## src/rtl/cdb_arbiter_pkg.sv

```systemverilog
// Shared widths, requester indices and the result-entry struct for the CDB arbiter.
// Optional feature macro used by the top: CDB_BYPASS_EN.
package cdb_arbiter_pkg;

    localparam int NICK_W = 5;
    localparam int DATA_W = 32;
    localparam int ADDR_W = 32;

    localparam int CDB_ALU = 0;
    localparam int CDB_BR  = 1;
    localparam int CDB_SLB = 2;

    typedef struct packed {
        logic [NICK_W-1:0] nick;
        logic [DATA_W-1:0] dt;
        logic              ac;
        logic [ADDR_W-1:0] j_pc;
    } cdb_entry_t;

endpackage

```

## src/rtl/cdb_req_fifo.sv

```systemverilog
// Per-requester result FIFO. Caller only asserts push when ready and pop when non-empty.
module cdb_req_fifo
    import cdb_arbiter_pkg::*;
#(
    parameter int DEPTH = 2
) (
    input  logic       clk,
    input  logic       rst,
    input  logic       en,
    input  logic       push,
    input  logic       pop,
    input  logic       flush,
    input  cdb_entry_t din,
    output cdb_entry_t dout,
    output logic       ready,
    output logic       empty
);

    localparam int PW = $clog2(DEPTH);

    cdb_entry_t      mem [DEPTH];
    logic [PW-1:0]   rd_ptr;
    logic [PW-1:0]   wr_ptr;
    logic [PW:0]     count;

    // ready comes from the registered count, so a full FIFO rejects even while popping
    assign ready = (count != (PW+1)'(DEPTH));
    assign empty = (count == '0);
    assign dout  = mem[rd_ptr];

    always_ff @(posedge clk or posedge rst) begin
        if (rst) begin
            rd_ptr <= '0;
            wr_ptr <= '0;
            count  <= '0;
        end else if (en) begin
            if (flush) begin
                rd_ptr <= '0;
                wr_ptr <= '0;
                count  <= '0;
            end else begin
                if (push) wr_ptr <= wr_ptr + 1'b1;
                if (pop)  rd_ptr <= rd_ptr + 1'b1;
                case ({push, pop})
                    2'b10:   count <= count + 1'b1;
                    2'b01:   count <= count - 1'b1;
                    default: count <= count;
                endcase
            end
        end
    end

    always_ff @(posedge clk) begin
        if (en && push && !flush) mem[wr_ptr] <= din;
    end

endmodule

```

## src/rtl/cdb_arbiter.sv

```systemverilog
// Round-robin arbiter sharing the registered CDB among NREQ producer FIFOs.
// `define CDB_BYPASS_EN lets a push into an idle arbiter go straight to the CDB regs.
module cdb_arbiter
    import cdb_arbiter_pkg::*;
#(
    parameter  int NREQ  = 3,
    parameter  int DEPTH = 2,
    localparam int SRC_W = (NREQ > 1) ? $clog2(NREQ) : 1
) (
    input  logic                          clk,
    input  logic                          rst,
    input  logic                          rdy,
    input  logic                          iROB_clr,
    input  logic [NREQ-1:0]               iREQ_en,
    output logic [NREQ-1:0]               oREQ_ready,
    input  logic [NREQ-1:0][NICK_W-1:0]   iREQ_nick,
    input  logic [NREQ-1:0][DATA_W-1:0]   iREQ_dt,
    input  logic [NREQ-1:0]               iREQ_ac,
    input  logic [NREQ-1:0][ADDR_W-1:0]   iREQ_j_pc,
    output logic                          oCDB_en,
    output logic [NICK_W-1:0]             oCDB_nick,
    output logic [DATA_W-1:0]             oCDB_dt,
    output logic                          oCDB_ac,
    output logic [ADDR_W-1:0]             oCDB_j_pc,
    output logic [SRC_W-1:0]              oCDB_src
);

    // returns {found, index} of the first set bit scanning ptr, ptr+1, ... mod NREQ
    function automatic logic [SRC_W:0] rr_pick(input logic [SRC_W-1:0] ptr,
                                               input logic [NREQ-1:0]  vec);
        logic [SRC_W:0] r;
        int             j;
        r = '0;
        for (int k = NREQ - 1; k >= 0; k--) begin
            j = (int'(ptr) + k) % NREQ;
            if (vec[j]) r = {1'b1, SRC_W'(j)};
        end
        return r;
    endfunction

    cdb_entry_t        req  [NREQ];
    cdb_entry_t        head [NREQ];
    logic [NREQ-1:0]   empty;
    logic [NREQ-1:0]   push_ok;
    logic [NREQ-1:0]   push;
    logic [NREQ-1:0]   pop;
    logic [SRC_W-1:0]  rr_ptr;
    logic [SRC_W:0]    q_pick;
    logic              gnt_vld;
    logic [SRC_W-1:0]  gnt_idx;
    cdb_entry_t        gnt_ent;

    assign q_pick = rr_pick(rr_ptr, ~empty);

    for (genvar g = 0; g < NREQ; g++) begin : g_req
        assign req[g] = '{nick: iREQ_nick[g], dt: iREQ_dt[g], ac: iREQ_ac[g], j_pc: iREQ_j_pc[g]};
        // nick 0 is reserved, so such pushes are silently dropped
        assign push_ok[g] = iREQ_en[g] && oREQ_ready[g] && rdy && !iROB_clr && (iREQ_nick[g] != '0);

        cdb_req_fifo #(.DEPTH(DEPTH)) u_fifo (
            .clk   (clk),
            .rst   (rst),
            .en    (rdy),
            .push  (push[g]),
            .pop   (pop[g]),
            .flush (iROB_clr),
            .din   (req[g]),
            .dout  (head[g]),
            .ready (oREQ_ready[g]),
            .empty (empty[g])
        );
    end

`ifdef CDB_BYPASS_EN
    logic [SRC_W:0] b_pick;
    logic           byp;

    assign b_pick = rr_pick(rr_ptr, push_ok);
    assign byp    = (&empty) && b_pick[SRC_W];

    always_comb begin
        push = push_ok;
        if (byp) push[b_pick[SRC_W-1:0]] = 1'b0;
    end

    assign gnt_vld = q_pick[SRC_W] || byp;
    assign gnt_idx = q_pick[SRC_W] ? q_pick[SRC_W-1:0] : b_pick[SRC_W-1:0];
    assign gnt_ent = q_pick[SRC_W] ? head[q_pick[SRC_W-1:0]] : req[b_pick[SRC_W-1:0]];
`else
    assign push    = push_ok;
    assign gnt_vld = q_pick[SRC_W];
    assign gnt_idx = q_pick[SRC_W-1:0];
    assign gnt_ent = head[q_pick[SRC_W-1:0]];
`endif

    always_comb begin
        pop = '0;
        if (rdy && !iROB_clr && q_pick[SRC_W]) pop[q_pick[SRC_W-1:0]] = 1'b1;
    end

    always_ff @(posedge clk or posedge rst) begin
        if (rst) begin
            oCDB_en   <= 1'b0;
            oCDB_nick <= '0;
            oCDB_dt   <= '0;
            oCDB_ac   <= 1'b0;
            oCDB_j_pc <= '0;
            oCDB_src  <= '0;
            rr_ptr    <= '0;
        end else if (rdy) begin
            if (iROB_clr) begin
                oCDB_en <= 1'b0;
                rr_ptr  <= '0;
            end else if (gnt_vld) begin
                oCDB_en   <= 1'b1;
                oCDB_nick <= gnt_ent.nick;
                oCDB_dt   <= gnt_ent.dt;
                oCDB_ac   <= gnt_ent.ac;
                oCDB_j_pc <= gnt_ent.j_pc;
                oCDB_src  <= gnt_idx;
                rr_ptr    <= (int'(gnt_idx) == NREQ - 1) ? '0 : gnt_idx + 1'b1;
            end else begin
                oCDB_en <= 1'b0;
            end
        end
    end

endmodule

```

## config.mk

```make
export PLATFORM = sky130hd
export DESIGN_NAME = cdb_arbiter
export DESIGN_NICKNAME = d
export VERILOG_FILES = /design/src/rtl/cdb_arbiter_pkg.sv /design/src/rtl/cdb_req_fifo.sv /design/src/rtl/cdb_arbiter.sv
export SDC_FILE = /design/constraint.sdc
export NUM_CORES = 1
export LEC_CHECK = 0
export ABC_AREA = 1
export BUFFER_PORTS_ARGS = -buffer_cell sky130_fd_sc_hd__buf_2
export CORE_ASPECT_RATIO = 1.1
export CORE_MARGIN = 3
export CORE_UTILIZATION = 50
export CTS_CLUSTER_DIAMETER = 50
export CTS_CLUSTER_SIZE = 16
export DETAILED_ROUTE_END_ITERATION = 16
export GPL_TIMING_DRIVEN = 0
export PLACE_DENSITY = 0.78
export REMOVE_ABC_BUFFERS = 1
export SYNTH_ARGS = -nofsm -noshare
export SYNTH_HDL_FRONTEND = slang
export SYNTH_SLANG_ARGS = --single-unit
```

## constraint.sdc

```tcl
create_clock -name clk -period 7 [get_ports clk]
set_input_delay 0.35 -clock clk [delete_from_list [all_inputs] [get_ports clk]]
set_output_delay 0.35 -clock clk [all_outputs]
set_load 0.02 [all_outputs]
```

==> results of run 1 <==
## worst max-delay path by stage
stage	slack, ps	from	depth (start not counted)	end
after floorplan	2580	rdy	6	g_req[1].u_fifo.mem[0][0]
after global placement	-550	g_req[2].u_fifo.rd_ptr	4	oCDB_j_pc[23]
after detailed placement	3330	rr_ptr[0]	14	g_req[1].u_fifo.count[1]
after CTS	3310	rr_ptr[0]	15	g_req[1].u_fifo.count[0]
after global routing	3070	rr_ptr[0]	15	g_req[1].u_fifo.count[0]
final	3240	rr_ptr[0]	15	g_req[1].u_fifo.count[0]
## power breakdown
| part | internal [mW] | total [mW] | switching [mW] |
|---|---|---|---|
| Clock | 1.44 | 2.59 | 1.15 |
| Combinational | 1.18 | 3.46 | 2.28 |
| Sequential | 3.64 | 3.95 | 0.309 |
## cells in the mapped netlist
library cell,number
sky130_fd_sc_hd__clkinv_1,2
sky130_fd_sc_hd__o211ai_1,1
sky130_fd_sc_hd__o21ai_2,1
sky130_fd_sc_hd__nand4_1,2
sky130_fd_sc_hd__nand3_2,1
sky130_fd_sc_hd__o2111ai_1,13
sky130_fd_sc_hd__a21oi_1,34
sky130_fd_sc_hd__nor2_1,124
sky130_fd_sc_hd__o21ai_1,1
sky130_fd_sc_hd__or2_2,13
sky130_fd_sc_hd__buf_2,25
sky130_fd_sc_hd__dfrtp_1,87
sky130_fd_sc_hd__o21ai_0,11
sky130_fd_sc_hd__buf_6,7
sky130_fd_sc_hd__buf_1,4
sky130_fd_sc_hd__a21oi_4,1
sky130_fd_sc_hd__nor2_2,2
sky130_fd_sc_hd__nand3_1,94
sky130_fd_sc_hd__mux2i_1,135
sky130_fd_sc_hd__o311ai_0,6
sky130_fd_sc_hd__nand2_2,5
sky130_fd_sc_hd__inv_1,24
sky130_fd_sc_hd__nor3b_1,2
sky130_fd_sc_hd__a31oi_1,1
sky130_fd_sc_hd__edfxtp_1,420
sky130_fd_sc_hd__clkbuf_1,33
sky130_fd_sc_hd__mux2_2,5
sky130_fd_sc_hd__buf_4,6
sky130_fd_sc_hd__inv_2,10
sky130_fd_sc_hd__o21bai_1,3
sky130_fd_sc_hd__nor3_1,3
sky130_fd_sc_hd__xnor2_1,1
sky130_fd_sc_hd__nand2_1,281
sky130_fd_sc_hd__nor2_4,2
sky130_fd_sc_hd__ha_1,3
sky130_fd_sc_hd__o311ai_2,30
sky130_fd_sc_hd__o311ai_1,9
## timing repair
item,CTS,global route
hold buffers,211,0
endpoints found under the hold margin,465,0
resized for setup,0,0
## layout make-up
class | count | area [um^2] | share of cell area
Antenna cell | 3 | 7.51 | 0.000289
Clock buffer | 64 | 1260 | 0.0485
Clock inverter | 20 | 270 | 0.0104
Inverter | 36 | 146 | 0.00564
Multi-Input combinational cell | 784 | 4730 | 0.182
Sequential cell | 507 | 14800 | 0.570
Tap cell | 507 | 634 | 0.0244
Timing Repair Buffer | 527 | 4120 | 0.159
## worst max-delay path, cell delays in order, from the launching register on
cell and delay, ps:
sky130_fd_sc_hd__dfrtp_1 360, sky130_fd_sc_hd__inv_1 80, sky130_fd_sc_hd__ha_1 350, sky130_fd_sc_hd__inv_1 160, sky130_fd_sc_hd__nand3_1 150, sky130_fd_sc_hd__nand2_2 140, sky130_fd_sc_hd__nor2_2 70, sky130_fd_sc_hd__a21oi_4 830
sky130_fd_sc_hd__nand2_2 170, sky130_fd_sc_hd__inv_4 720, sky130_fd_sc_hd__nand2_1 200, sky130_fd_sc_hd__nand2_1 110, sky130_fd_sc_hd__nand3_1 120, sky130_fd_sc_hd__nand2_1 110, sky130_fd_sc_hd__nand2_1 50, sky130_fd_sc_hd__nand2_1 60
## kinds of logic after synthesis
logic type	Yosys count
simple gates	529
flops	507
mux	140
compound gates	111
buf+inv	111
fa+ha+maj	3
xor+xnor	1
## metrics by stage
step | total power, mW | TNS, ps | std cells | hold slack (ps)
floorplan | 6.00 | 0 | 1327 | 449
global placement | 7.18 | -158710 | 2126 | 462
detailed placement | 7.27 | 0 | 2150 | 462
CTS | 9.94 | 0 | 2445 | 79.6
global route | 10.4 | 0 | 2446 | 131
finish | 10.0 | 0 | 2448 | 126
## per-layer routing
metal / share of wire / vias to the layer above
li1: - / 6083
met1: 0.35 / 6864
met2: 0.52 / 836
met3: 0.088 / 196
met4: 0.040 / 2
met5: 0.00023 / -
## flip-flops by register name, indices dropped and copies added, names as in the netlist
signal	cells
oCDB_j_pc	32
g_req.u_fifo.rd_ptr	3
rr_ptr	2
oCDB_en	1
g_req.u_fifo.wr_ptr	3
oCDB_nick	5
oCDB_ac	1
oCDB_src	2
g_req.u_fifo.count	6
oCDB_dt	32
g_req.u_fifo.mem	420
==> reports/summary.txt, run 1 <==
run status: complete, no violations
Die X-Extent: 197 um
number of synthesized register bits: 507
mux share of post-synthesis cell area: 0.0704
GPL Wtd Cong: 0.759
final routed wirelength across all metal layers: 57.0 mm
number of top-level pins: 293
fin worst setup slack: 3240 ps
WL/cell: 23.3 um
estimated wirelength of the detail-placed design: 32.0 mm
count of endpoints failing hold in the final timing report: 0
starting density of the core: 0.509
actual slew at the worst max-slew pin: 1070 ps
clock tree from TritonCTS: built
fraction of the yosys area taken by sequential cells: 0.740
Cell variety after synth: 37
Area growth, synth to finish: 30.0%
launch point of the worst reg-to-reg path: rr_ptr[0]
Clock Path Buffers: 3
final-report max-slew violation count: 0
final critical-path required period: 3760 ps
count of synthesis-stage warnings from yosys: 0
Mapped Cells: 1402
critical path launch point type: register
most used cells in the layout excluding fill and tap cells: sky130_fd_sc_hd__edfxtp_1 (420), sky130_fd_sc_hd__buf_2 (292), sky130_fd_sc_hd__nand2_1 (281)
Nets: 2121
antenna viol nets, final: 0
leading cell type in the layout, fill and taps excluded: sky130_fd_sc_hd__edfxtp_1
fraction of layout instances using a drive strength above 1: 0.240
xor and xnor fraction of the mapped netlist area: 0.000438
adder and majority gate portion of the synthesized area: 0.00188
basic-gate share of the synthesized area counting and, or, nand and nor cells: 0.110
post-CTS setup buffer count: 0
setup repair after global routing missed its margin: false
DR pass1 iterations: 5
Worst Reg2Reg Path Length in Cells: 15
number of global-route vias before repair: 15200
placeable core region: 39300 um^2
Post-Synthesis Cell Area: 20000 um^2
overall fraction of global-route tracks in use: 0.268
number of vias per cell after detailed routing: 5.71
top achievable clock speed: 0.266 GHz
critical register-to-register path endpoint: g_req[1].u_fifo.count[0]
worst clock skew on the final layout: 33.2 ps
worst min-delay path startpoint: rdy
number of violations of the max-capacitance limit: 0
TritonCTS sink count: 507
post-synth top area share: 0.631
leading cell types by total area after synthesis: sky130_fd_sc_hd__edfxtp_1 (63%), sky130_fd_sc_hd__dfrtp_1 (11%), sky130_fd_sc_hd__mux2i_1 (6.8%)
Tightest Hold Check Type: input port to register
die extent in y: 216 um
class of the most critical setup path: register to register
CP Capture Type: register
placed instance area: 22300 um^2
most used routing layer in global routing: met2
number of H-tree levels: 2
number of DRC violations after detailed routing: 0
floorplan row count: 76
clock buffer count from CTS: 45
GR Util met2: 0.472
latest clock arrival within the worst-skew pair: 580 ps
Fill cells: 2578
cell type with the largest total area after synthesis: sky130_fd_sc_hd__edfxtp_1
register clock-pin slew on the reported worst setup and hold paths: 70 ps
arrival time reported for the critical path endpoint: 4260 ps
number of buffers added on ports: 292
met3 usage: 0.0465
initial antenna violation count: 2
register-to-register path setup slack: 3240 ps
final setup violation count: 0
power density over the cells: 385 nW/um^2
GR Layer Usage met1: 0.320
final core utilization: 0.661
total via count in the routed design: 14000
ratio of final minimum period to clock period: 0.537
Static Leakage: 10.0 nW
critical path required time: 7500 ps
largest family of logic cells by synthesized area: simple AND/OR/NAND/NOR gates
worst setup slack after placement: 3330 ps
clock tree root driver cell: sky130_fd_sc_hd__clkbuf_16
initial DRC count: 1105
Post-Layout Inst Area: 26000 um^2
worst relative slew slack: 0.285
CP Max Fanout: 59
average cell area after synthesis: 14.3 um^2
endpoint with the worst hold slack: g_req[1].u_fifo.rd_ptr
WHS Path Cells: 2
die footprint: 42400 um^2
IR Drop Worst-Case VDD: 0.485 mV
largest net degree at the start of global routing: 67
wire length of the first global-routing pass: 86.3 mm
complex-gate fraction of the synthesized area: 0.0513
leftover overflow at the end of global routing: 0
Note: power is estimated with default switching activity, not from simulation.
==> run 2: changes to the inputs <==
--- a/config.mk
+++ b/config.mk
@@ -14,7 +14,7 @@
 export CTS_CLUSTER_SIZE = 16
 export DETAILED_ROUTE_END_ITERATION = 16
 export GPL_TIMING_DRIVEN = 0
-export PLACE_DENSITY = 0.78
+export PLACE_DENSITY = 0.81
 export REMOVE_ABC_BUFFERS = 1
 export SYNTH_ARGS = -nofsm -noshare
 export SYNTH_HDL_FRONTEND = slang
==> constraint.sdc (replaced) <==
create_clock -name clk -period 3.4 [get_ports clk]
set_input_delay 0.17 -clock clk [delete_from_list [all_inputs] [get_ports clk]]
set_output_delay 0.17 -clock clk [all_outputs]
set_load 0.02 [all_outputs]
==> reports/summary.txt, run 2 (same netlist as run 1, synthesis figures left out) <==
run status: complete, no violations
Fill cells: 2576 (-0.078%)
critical path launch point type: register
class of the most critical setup path: register to register
worst clock skew on the final layout: 18.0 ps (-15.1 ps)
part of the total power dissipated in combinational logic: 0.360 (+0.014)
floorplan row count: 76 (unchanged)
final critical-path required period: 3190 ps (-569 ps)
CP Max Fanout: 42 (-29%)
ratio of final minimum period to clock period: 0.938 (+0.401)
clock buffer count from CTS: 43 (-4.4%)
worst relative slew slack: 0.304 (+0.0186)
power spent charging and discharging nets: 7.92 mW (+110%)
number of DRC violations after detailed routing: 0 (unchanged)
area taken by flip-flops and latches: 14800 um^2 (unchanged)
number of vias per cell after detailed routing: 5.86 (+2.6%)
IR Drop Worst-Case VDD: 0.614 mV (+27%)
most used cells in the layout excluding fill and tap cells: sky130_fd_sc_hd__edfxtp_1 (420), sky130_fd_sc_hd__buf_2 (292), sky130_fd_sc_hd__nand2_1 (280)
register with the most flip-flops: g_req.u_fifo.mem
number of flip-flops under the largest register name: 420 (unchanged)
Overall Power: 20.6 mW (+110%)
final-report max-slew violation count: 0 (unchanged)
top achievable clock speed: 0.314 GHz (+18%)
Static Leakage: 10.0 nW (-0.39%)
power density over the cells: 794 nW/um^2 (+110%)
cell-by-cell trace of the critical path: inv_1 -> ha_1 -> inv_1 -> nand2_1 -> nand3_2 -> nand2_2 -> inv_2 -> nand2_1 -> nand2_1 -> nand2_2 -> nand2_8 -> buf_12 -> inv_8 -> buf_16 -> nand2_1 -> nand3_1 -> o311ai_0
internal power consumption: 12.7 mW (+100%)
count of endpoints failing hold in the final timing report: 0 (unchanged)
wire length of the first global-routing pass: 87.8 mm (+1.7%)
master of the slowest instance on the critical path: sky130_fd_sc_hd__dfrtp_1
part of the total power dissipated in sequential elements: 0.398 (+0.003)
number of buffers added on ports: 292 (unchanged)
net switching fraction of the power: 0.385 (+0.0104)
Post-Layout Inst Area: 25900 um^2 (-0.20%)
overall fraction of global-route tracks in use: 0.274 (+0.00605)
worst hold margin: 177 ps (+50.1 ps)
post-CTS setup buffer count: 0 (unchanged)
WL/cell: 24.0 um (+2.9%)
worst setup slack after placement: -227 ps (-3550 ps)
latest clock arrival within the worst-skew pair: 570 ps (about the same)
Nets: 2123 (+0.094%)
number of H-tree levels: 2 (unchanged)
number of top-level pins: 293 (unchanged)
die extent in y: 216 um (unchanged)
largest net degree at the start of global routing: 60 (-10%)
part of the power in the clock network: 0.241 (-0.018)
number of global-route vias before repair: 15400 (+1.4%)
CP Capture Type: register
setup repair after global routing missed its margin: false
fraction of layout instances using a drive strength above 1: 0.240 (about the same)
Die X-Extent: 197 um (unchanged)
leftover overflow at the end of global routing: 0 (unchanged)
arrival time reported for the critical path endpoint: 3580 ps (-680 ps)
category of cells accounting for the largest share of critical-path delay: simple AND/OR/NAND/NOR gates
estimated wirelength of the detail-placed design: 32.5 mm (+1.5%)
number of placed cells counting well taps: 2150 (unchanged)
Clock Path Buffers: 3 (unchanged)
clock tree root driver cell: sky130_fd_sc_hd__clkbuf_16
final std cells w/o fill: 2450 (+0.082%)
placeable core region: 39300 um^2 (unchanged)
fin worst setup slack: 212 ps (-3030 ps)
Crit path buffers/inverters: 6 (+3)
DR pass1 iterations: 8 (+3)
register clock-pin slew on the reported worst setup and hold paths: 70 ps (about the same)
total via count in the routed design: 14400 (+2.7%)
Area growth, synth to finish: 29.7%
area occupied by multi-input gates: 4760 um^2 (+0.66%)
maximum single-stage delay on the critical path: 350 ps (-480 ps)
die footprint: 42400 um^2 (unchanged)
TritonCTS sink count: 507 (unchanged)
critical path required time: 3790 ps (-3710 ps)
largest registers: g_req.u_fifo.mem: 420 flops, oCDB_dt: 32 flops, oCDB_j_pc: 32 flops
most used cell along the critical path: sky130_fd_sc_hd__nand2_1
initial antenna violation count: 5 (+3)
final routed wirelength across all metal layers: 58.7 mm (+3.0%)
leading cell type in the layout, fill and taps excluded: sky130_fd_sc_hd__edfxtp_1
antenna viol nets, final: 0 (unchanged)
placed instance area: 22300 um^2 (about the same)
final setup violation count: 0 (unchanged)
clock tree from TritonCTS: built
Tightest Hold Check Type: input port to register
initial DRC count: 1244 (+13%)
number of violations of the max-capacitance limit: 0 (unchanged)
starting density of the core: 0.509 (unchanged)
GPL Wtd Cong: 0.807 (+6.3%)
actual slew at the worst max-slew pin: 1040 ps (-25.5 ps)
==> run 2: cell count changes in the layout (fill, tap and decap cells not counted), moves of 3 or more <==
cell	before	now
sky130_fd_sc_hd__clkinv_2	2	7
sky130_fd_sc_hd__clkbuf_16	47	44
sky130_fd_sc_hd__clkinvlp_4	1	4
sky130_fd_sc_hd__diode_2	3	6
sky130_fd_sc_hd__inv_4	4	1
==> run 2: power groups by stage <==
| stage | clock (mW) | sequential [mW] | combinational [mW] |
|---|---|---|---|
| 6_report | 4.97 | 8.19 | 7.42 |
| 2_1_floorplan | 0 | 8.77 | 3.58 |
| 3_5_place_dp | 0 | 8.27 | 6.79 |
| 4_1_cts | 4.99 | 8.16 | 7.04 |
| 5_1_grt | 5.24 | 8.25 | 7.94 |
| 3_3_place_gp | 0 | 8.56 | 5.67 |
==> run 2: final timing paths <==
check / endpoint / start / cells after the start / slack [ps]
worst max-delay path: oCDB_dt[30] / rr_ptr[0] / 17 / 210
worst min-delay path: g_req[2].u_fifo.count[0] / iREQ_en[2] / 7 / 180
worst max register to register: oCDB_dt[30] / rr_ptr[0] / 17 / 210
worst min register to register: oCDB_en / oCDB_en / 2 / 500
max in group asynchronous: g_req[2].u_fifo.rd_ptr / rst / 4 / 2330
min in group asynchronous: oCDB_j_pc[20] / rst / 3 / 290
==> run 2: final cells by class <==
cell class                      instances  area share
Multi-Input combinational cell        786       0.184
Tap cell                              507      0.0245
Sequential cell                       507       0.571
Clock buffer                           58      0.0445
Clock inverter                         21     0.00917
Antenna cell                            6    0.000579
Inverter                               36     0.00647
Timing Repair Buffer                  529       0.160
==> run 2: timing repair <==
| item | CTS | global route |
|---|---|---|
| gates resized for setup | 0 | 9 |
| endpoints found under the setup margin | 6 | 49 |
| endpoints found under the hold margin | 465 | 0 |
| cloned | 1 | 1 |
| pin swaps | 1 | 1 |
| hold buffers | 213 | 0 |
==> run 2: metal layers <==
metal  routed length, um  track usage  vias to the layer above
li1                    -            -                     6091
met1               20600        0.322                     7046
met2               29700        0.474                      970
met3                5290       0.0528                      246
met4                3100        0.151                        0
met5                   0            0                        -
==> run 2: stage by stage <==
step / TNS [ps] / utilization
2_1_floorplan: -398050 / -
3_3_place_gp: -1975370 / 0.552
3_5_place_dp: -518 / 0.569
4_1_cts: 0 / 0.659
5_1_grt: 0 / 0.660
6_report: 0 / 0.660
==> run 2: worst register-to-register path, stage by stage (launching register included) <==
cell,delay (ps)
sky130_fd_sc_hd__dfrtp_1,350
sky130_fd_sc_hd__inv_1,70
sky130_fd_sc_hd__ha_1,330
sky130_fd_sc_hd__inv_1,90
sky130_fd_sc_hd__nand2_1,110
sky130_fd_sc_hd__nand3_2,100
sky130_fd_sc_hd__nand2_2,120
sky130_fd_sc_hd__inv_2,50
sky130_fd_sc_hd__nand2_1,100
sky130_fd_sc_hd__nand2_1,90
sky130_fd_sc_hd__nand2_2,200
sky130_fd_sc_hd__nand2_8,190
sky130_fd_sc_hd__buf_12,270
sky130_fd_sc_hd__inv_8,240
sky130_fd_sc_hd__buf_16,290
sky130_fd_sc_hd__nand2_1,120
sky130_fd_sc_hd__nand3_1,80
sky130_fd_sc_hd__o311ai_0,220
